**config.mk**
```make
export PLATFORM = sky130hd
export DESIGN_NAME = maxpool2x2_forward
export DESIGN_NICKNAME = d
export VERILOG_FILES = /design/src/rtl/fpu_pkg.sv /design/src/rtl/fp_max32.sv /design/src/rtl/maxpool2x2_forward.sv
export SDC_FILE = /design/constraint.sdc
export NUM_CORES = 1
export LEC_CHECK = 0
export ABC_CLOCK_PERIOD_IN_PS = 14480
export CAP_MARGIN = 30
export CORE_ASPECT_RATIO = 1.75
export CORE_UTILIZATION = 45
export DETAILED_ROUTE_END_ITERATION = 8
export GPL_TIMING_DRIVEN = 0
export PLACE_DENSITY = 0.76
export SLEW_MARGIN = 20
export SYNTH_ARGS = -nofsm -noshare
export SYNTH_HDL_FRONTEND = slang
export SYNTH_SLANG_ARGS = --single-unit
```
**constraint.sdc**
```tcl
create_clock -name clk -period 14.48 [get_ports clk]
set_clock_uncertainty 0.15 [all_clocks]
set_input_delay 1.448 -clock clk [delete_from_list [all_inputs] [get_ports clk]]
set_output_delay 1.448 -clock clk [all_outputs]
set_load 0.1 [all_outputs]
```
**src/rtl/fpu_pkg.sv**
```systemverilog
// Shared definitions for the fpu/ layer: FP32 field layout, canonical NaN,
// NaN test and the maxpool-forward state encoding.
package fpu_pkg;

  localparam int FP_W     = 32;
  localparam int FP_EXP_W = 8;
  localparam int FP_MAN_W = 23;

  localparam logic [FP_W-1:0] FP_CANON_NAN = 32'h7FC0_0000;

  typedef enum logic [2:0] {
    MP_WAIT,
    MP_RD0,
    MP_RD1,
    MP_RD2,
    MP_RD3,
    MP_WR,
    MP_DONE
  } mp_state_t;

  // NaN: all-ones exponent with a non-zero mantissa (infinities excluded)
  function automatic logic fp_is_nan(input logic [FP_W-1:0] x);
    return (&x[FP_W-2 -: FP_EXP_W]) && (|x[FP_MAN_W-1:0]);
  endfunction

endpackage

```
**src/rtl/fp_max32.sv**
```systemverilog
// Combinational IEEE-754 binary32 max. Any NaN input yields the canonical
// quiet NaN, so folding a window through it keeps a NaN sticky.
module fp_max32
  import fpu_pkg::*;
(
  input  logic [FP_W-1:0] a,
  input  logic [FP_W-1:0] b,
  output logic [FP_W-1:0] y
);

  logic sa, sb;
  logic [FP_W-2:0] ma, mb;

  assign sa = a[FP_W-1];
  assign sb = b[FP_W-1];
  assign ma = a[FP_W-2:0];
  assign mb = b[FP_W-2:0];

  // Sign-magnitude ordering; +0 vs -0 falls out of the mixed-sign case.
  always_comb begin
    y = a;
    if (fp_is_nan(a) || fp_is_nan(b)) begin
      y = FP_CANON_NAN;
    end else if (sa != sb) begin
      y = sa ? b : a;
    end else if (!sa) begin
      y = (ma >= mb) ? a : b;
    end else begin
      y = (ma <= mb) ? a : b;
    end
  end

endmodule

```
**src/rtl/maxpool2x2_forward.sv**
```systemverilog
// 2x2 stride-2 max pool over a row-major FP32 map held in word-addressed
// memory. One output per RD0..RD3,WR sweep; row offsets are accumulated in
// a running row-base register rather than multiplied.
module maxpool2x2_forward
  import fpu_pkg::*;
#(
  parameter int ADDR_W = 32,
  parameter int DIM_W  = 16
) (
  input  logic              clk,
  input  logic              rst_l,
  input  logic              go,
  input  logic [ADDR_W-1:0] src_base,
  input  logic [ADDR_W-1:0] dst_base,
  input  logic [DIM_W-1:0]  height,
  input  logic [DIM_W-1:0]  width,
  output logic              done,
  output logic              busy,
  output logic              mem_req,
  output logic              mem_we,
  output logic [ADDR_W-1:0] mem_addr,
  output logic [31:0]       mem_wdata,
  input  logic              mem_ack,
  input  logic [31:0]       mem_rdata
);

  mp_state_t state, state_nx;

  logic [DIM_W-1:0]  oh, ow, w_q;     // captured output dims and input width
  logic [DIM_W-1:0]  i, j;            // current output row / column
  logic [ADDR_W-1:0] row_base;        // src_base + 2*i*W
  logic [ADDR_W-1:0] out_addr;        // dst_base + i*OW + j
  logic [31:0]       mx, mx_fold;

  logic [ADDR_W-1:0] col_off, w_ext;
  logic              last_col, last_out, empty_req;

  assign col_off   = ADDR_W'(j) << 1;
  assign w_ext     = ADDR_W'(w_q);
  assign last_col  = (j == ow - DIM_W'(1));
  assign last_out  = last_col && (i == oh - DIM_W'(1));
  // H>>1 or W>>1 is zero exactly when the operand is below 2
  assign empty_req = (height < DIM_W'(2)) || (width < DIM_W'(2));

  fp_max32 u_max (
    .a (mx),
    .b (mem_rdata),
    .y (mx_fold)
  );

  // State register
  always_ff @(posedge clk or negedge rst_l) begin
    if (!rst_l) state <= MP_WAIT;
    else        state <= state_nx;
  end

  // Next-state: each read/write state advances on its ack
  always_comb begin
    state_nx = state;
    case (state)
      MP_WAIT: if (go)      state_nx = empty_req ? MP_DONE : MP_RD0;
      MP_RD0:  if (mem_ack) state_nx = MP_RD1;
      MP_RD1:  if (mem_ack) state_nx = MP_RD2;
      MP_RD2:  if (mem_ack) state_nx = MP_RD3;
      MP_RD3:  if (mem_ack) state_nx = MP_WR;
      MP_WR:   if (mem_ack) state_nx = last_out ? MP_DONE : MP_RD0;
      MP_DONE: if (!go)     state_nx = MP_WAIT;
      default:              state_nx = MP_WAIT;
    endcase
  end

  // Memory-side outputs decoded from state; the registers feeding the
  // address and data only move on ack, so they hold while a request waits.
  always_comb begin
    done      = 1'b0;
    busy      = 1'b0;
    mem_req   = 1'b0;
    mem_we    = 1'b0;
    mem_addr  = '0;
    mem_wdata = '0;
    case (state)
      MP_RD0: begin
        busy = 1'b1; mem_req = 1'b1;
        mem_addr = row_base + col_off;
      end
      MP_RD1: begin
        busy = 1'b1; mem_req = 1'b1;
        mem_addr = row_base + col_off + ADDR_W'(1);
      end
      MP_RD2: begin
        busy = 1'b1; mem_req = 1'b1;
        mem_addr = row_base + w_ext + col_off;
      end
      MP_RD3: begin
        busy = 1'b1; mem_req = 1'b1;
        mem_addr = row_base + w_ext + col_off + ADDR_W'(1);
      end
      MP_WR: begin
        busy = 1'b1; mem_req = 1'b1; mem_we = 1'b1;
        mem_addr  = out_addr;
        mem_wdata = mx;
      end
      MP_DONE: done = 1'b1;
      default: ;
    endcase
  end

  // Operand capture, window accumulation and output-index walk
  always_ff @(posedge clk or negedge rst_l) begin
    if (!rst_l) begin
      oh       <= '0;
      ow       <= '0;
      w_q      <= '0;
      i        <= '0;
      j        <= '0;
      row_base <= '0;
      out_addr <= '0;
      mx       <= '0;
    end else begin
      case (state)
        MP_WAIT: begin
          if (go) begin
            oh       <= height >> 1;
            ow       <= width >> 1;
            w_q      <= width;
            i        <= '0;
            j        <= '0;
            row_base <= src_base;
            out_addr <= dst_base;
          end
        end
        MP_RD0: if (mem_ack) mx <= mem_rdata;
        MP_RD1, MP_RD2, MP_RD3: if (mem_ack) mx <= mx_fold;
        MP_WR: begin
          if (mem_ack) begin
            out_addr <= out_addr + ADDR_W'(1);
            if (last_col) begin
              j        <= '0;
              i        <= i + DIM_W'(1);
              row_base <= row_base + (w_ext << 1);
            end else begin
              j <= j + DIM_W'(1);
            end
          end
        end
        default: ;
      endcase
    end
  end

endmodule
```
## Word-level counts from Yosys, hierarchy flattened

Cells that the tools add are included.

- Bits in registers: 177
- Bits of input ports: 132
- Logic and storage cells: 104

- Add/subtract/negate cells: 11
- Magnitude comparators: 4
- Equal/unequal tests: 21
- Mux-type cells: 38
- Reductions and logical operators: 20

Operators by type and width:

| cell | number |
|---|---|
| $mux 32 | 14 |
| $pmux 32 s2 | 3 |
| $pmux 32 s5 | 1 |
| $add 32x1->32 const B | 3 |
| $add 32x17->32 | 3 |
| $mux 16 | 5 |
| $pmux 16 s2 | 2 |
| $reduce_or 23->1 | 2 |
| $add 16x1->16 const B | 2 |
| $add 32x16->32 | 1 |
| $eq 16x16->1 | 2 |
| $lt 16x2->1 const B | 2 |
| $sub 15x1->16 const B | 2 |
| $ge 31x31->1 | 1 |
| $le 31x31->1 | 1 |
| $mux 3 | 9 |
| $pmux 3 s7 | 1 |
| $ne 2x2->1 const B | 9 |
| $reduce_and 8->1 | 2 |
| $eq 3x3->1 const B | 3 |
| $ne 4x3->1 const B | 2 |
| $reduce_and 7->1 | 1 |
| $eq 3x2->1 const B | 2 |
| $reduce_and 3->1 | 2 |
| other kinds (13) | 19 |

## Logic depth before layout (Yosys ltp)

- Depth in word-level cells: 7
- Depth in mapped cells: 16
- Gate-level depth less buffers: 15

## Hierarchy

A second synthesis with hierarchy kept.

- Cell total of the unflattened synthesis: 2300
- Area total of the unflattened synthesis: 17455.5 µm²

Modules (own cells, without submodules):

| module | times used | cells an instance | area each (µm²) | sequential area each (µm²) |
|---|---|---|---|---|
| maxpool2x2_forward | 1 | 2048 | 15743.8 | 4053.9 |
| fp_max32 | 1 | 252 | 1711.6 | 0.0 |

## Least setup slack after synthesis

Ideal clock, no wire load.

- Path kind: register to output
- From: register w_q[1]
- To: output port mem_addr[20]
- Arrival time: 5.828 ns
- Required time: 12.882 ns
- Setup slack: 7.054 ns
- Stages on the path, launching flop included: 16
- Path buffers: 0
- Path through: dfrtp_1 -> inv_1 -> fa_1 -> inv_1 -> ha_1 -> fa_1 -> a211oi_1 -> nor2_1 -> o311ai_2 -> nand3_1 -> a2111oi_2 -> a21boi_1 -> o2111ai_1 -> nor2_1 -> xor2_1 -> o21ai_0

- Cells in the longest elaborated chain, start to end: 4

Ends and longest elaborated chain:

| what | line | text |
|---|---|---|
| start, declared | maxpool2x2_forward.sv:29 | `logic [DIM_W-1:0] oh, ow, w_q;` |
| start signal, assigned | maxpool2x2_forward.sv:125 | `w_q <= width;` |
| $add 32x16->32 (*) | maxpool2x2_forward.sv:92, maxpool2x2_forward.sv:96 |  |
| $add 32x17->32 (*) | maxpool2x2_forward.sv:92, maxpool2x2_forward.sv:96 |  |
| $add 32x1->32 | maxpool2x2_forward.sv:96 | `mem_addr = row_base + w_ext + col_off + ADDR_W'(1);` |
| $pmux 32 s5 (*) | maxpool2x2_forward.sv:81 | `case (state)` |
| end, declared | maxpool2x2_forward.sv:21 | `output logic [ADDR_W-1:0] mem_addr,` |

Mark *: on every way between the ends. The rest lies on a longest branch, timed or not.

## Final worst setup path

- From: register w_q[1]
- To: output port mem_addr[21]

Same word-level chain as after synthesis.

==> impl_metrics.csv <==
group,metric,value,unit
clock_network,clk_pin_slew_worst_paths,0.07,ns
route,dr.pass1.iters,5,
cells_and_area,fillers,3249,
cells_and_area,layout-drive-gt1-share,6.64,%
cells_and_area,seqCellArea,0.00405,sq mm
grt,grt_use_met3,7.77,%
timing,setup_tns,0,ns
timing,finalHoldViolations,0,
cells_and_area,final_cell_mix,"clkdlybuf4s50_1, nor2_1, dfrtp_1, a21oi_1, nand2_1",
timing,slew_headroom,30.6,%
yosys,synth_cells,1946,
placed_design,io_buffers,198,
worst_setup_path,worst_setup_path_start_kind,"flip-flop",
worst_setup_path,cp.required,12.88,ns
timing,finalSetupViolCount,0,
clock_network,root_buffer,"clkbuf_16",
worst_setup_path,crit_path_start,"w_q[1]$_DFFE_PN0P_",
yosys,ys_async_sr_fraction,100,%
power,finalPower,5.37,mW
yosys,ys_ff_latch,162,
yosys,synth_cell_types,104,
yosys,yosys_warnings,0,
die,core,0.0339,sq mm
yosys,syn_nets,2185,
clock_network,cts_buffer_depth,2,
cells_and_area,fin_nets,2411,
hold_path,holdCritStartpoint,"out_addr[31]$_DFFE_PN0P_",
clock_network,ctsHoldBuffers,0,
timing,rsz0062_at_grt,"no",
clock_network,cts_buffers,17,
grt,gr-usage-met1,36.7,%
status,status,"finished clean",
worst_setup_path,r2r-start,"w_q[1]$_DFFE_PN0P_",
clock_network,htreeDepth,4,
worst_setup_path,crit_cells,16,
route,initialDrtViolationCount,1316,
power,irDropWorstVdd,0.128,mV
worst_setup_path,rrSetupSlack,9.97,ns
yosys,synth_edf_count,0,
route,dr_total_vias,16700,
yosys,avgSynthCellArea,8.01,sq um
hold_path,hold_path_depth,1,
worst_setup_path,cpLargestDelayFamily,"compound AO/OA/AOI/OAI gates",
route,drt-total-wl,63.7,mm
route,drt-wirelength-per-cell,24.1,microns
die,num_rows,89,
grt,grt_max_degree,87,
worst_setup_path,slowest_stage,"clkdlybuf4s50_1",
worst_setup_path,path_buf_inv,3,
yosys,ys.flop_type,"dfrtp_1",
clock_network,clock_sinks,162,
yosys,ys_seq_area_share,26.0,%
route,avgViaCountPerCell,6.31,
worst_setup_path,critical_path_class,"flip-flop to output port",
power,leakagePower,7.81,nW
clock_network,post_cts_buffers,0,
timing,fmax,0.116,GHz
die,chipWidth,143,microns
worst_setup_path,max_stage_delay,1.14,ns
timing,fin_crit,8.64,ns
timing,fin_hold_ws,0.359,ns
worst_setup_path,cp_max_fo,9,
worst_setup_path,end_kind,"output port",
cells_and_area,layout_commonest_cell,"clkdlybuf4s50_1",
placed_design,place.gp.congestion,1.03,
clock_network,cts_tree,"done",
grt,grt_antenna_before_repair,1,
yosys,synth_area,0.0156,sq mm
route,drc,0,
worst_setup_path,cp_cell_sequence,"inv_1, fa_1, inv_1, ha_1, fa_1, a211oi_1, o21ai_0, and3b_1, o32a_1, xor2_1, mux2_2, o2111ai_2, or2_0, or4_1, nand3_1, clkdlybuf4s50_1",
power,cellPowerDensity,284,mW/mm^2
grt,grt_remaining_overflow,0,
worst_setup_path,r2r_cells,13,
cells_and_area,multiInputGateArea,0.0108,sq mm
die,fp.dieH,248,microns
timing,worst_pin_slew,1.04,ns
die,io-pin-count,200,
clock_network,cts_resized,0,
die,die_area,0.0354,sq mm
grt,top_usage_layer,"met2",
timing,post-route-period-util,59.7,%
placed_design,hpwl,50.2,mm
flow_run,cap_violations,0,
grt,grt_use_total,36.8,%
cells_and_area,area.growth.synth_to_final,21.3,%
worst_setup_path,crit_arrival,7.04,ns
hold_path,hold_path_class,"flip-flop to flip-flop",
grt,grt_pass1_wl,96.4,mm
die,start_util,46.0,%
grt,grt_pass1_vias,16800,
route,drt.antenna.violating_nets,0,
timing,drv_slew,0,
clock_network,clk_latency,0.47,ns
grt,grtUsageMet2,63.8,%
-- cells by family after synthesis --
family                   Yosys count  synth area share (%)
AND/OR/NAND/NOR                  723                  23.6
AO/OA/AOI/OAI                    570                  24.5
buffers and inverters            191                  4.90
flip-flops                       162                  26.0
XOR/XNOR                         141                  7.93
adder cells (fa/ha/maj)          107                  9.46
multiplexers                      52                  3.60
-- cell usage after synthesis (all sizes together), types with 43 or more instances --
cell type / count / area share [%]
nand3: 65 / 2.1
a21oi: 162 / 5.3
xnor2: 82 / 4.6
ha: 89 / 7.1
nand2: 161 / 3.9
xor2: 59 / 3.3
nor3: 62 / 2.3
and3: 47 / 1.9
nor2: 183 / 4.4
inv: 77 / 1.9
nand4: 43 / 1.7
clkbuf: 82 / 2.0
dfrtp: 162 / 26
o21ai: 116 / 3.8
-- where the power goes --
group	internal (mW)	switching, mW	total, mW
sequential	0.633	0.284	0.917
combinational	1.27	2.70	3.98
clock	0.259	0.221	0.481
total	2.16	3.21	5.37
-- sequential cells by signal (all words and copies together), names as in the netlist --
register	cells
w_q	16
oh	15
j	16
out_addr	32
state	3
mx	32
i	16
row_base	32
-- worst paths after layout --
| path | end |
|---|---|
| hold / removal | out_addr[31]$_DFFE_PN0P_ |
| hold reg to reg | out_addr[31]$_DFFE_PN0P_ |
| min in group asynchronous | row_base[14]$_DFFE_PN0P_ |
| setup / recovery | mem_addr[21] |
| setup reg to reg | row_base[25]$_DFFE_PN0P_ |
| max in group asynchronous | row_base[23]$_DFFE_PN0P_ |
-- metrics by stage --
stage               util (%)  cells  setup slack (ns)  area, sq um
floorplan                  -   1946              7.05        15600
global placement        53.6   2599              4.93        18100
detailed placement      53.9   2604              6.54        18200
CTS                     55.6   2636              6.01        18800
global route            55.8   2640              5.61        18900
finish                  55.8   2641              5.84        18900
-- metal layers --
metal	up-vias	wire [microns]
met1	7984	22000
li1	7609	-
met3	289	3870
met2	772	31500
met5	-	13
met4	2	6370
-- area by class of cell --
type / count / share of cell area [%]
multi-input cells: 1593 / 57.0
flip-flops and latches: 162 / 21.5
repair buffers: 207 / 11.3
well taps: 455 / 3.01
plain buffers: 112 / 2.47
clock buffers: 17 / 2.25
inverters: 79 / 1.57
clock inverters: 15 / 0.920
diodes: 1 / 0.0132
Note: power is estimated with default switching activity, not from simulation.
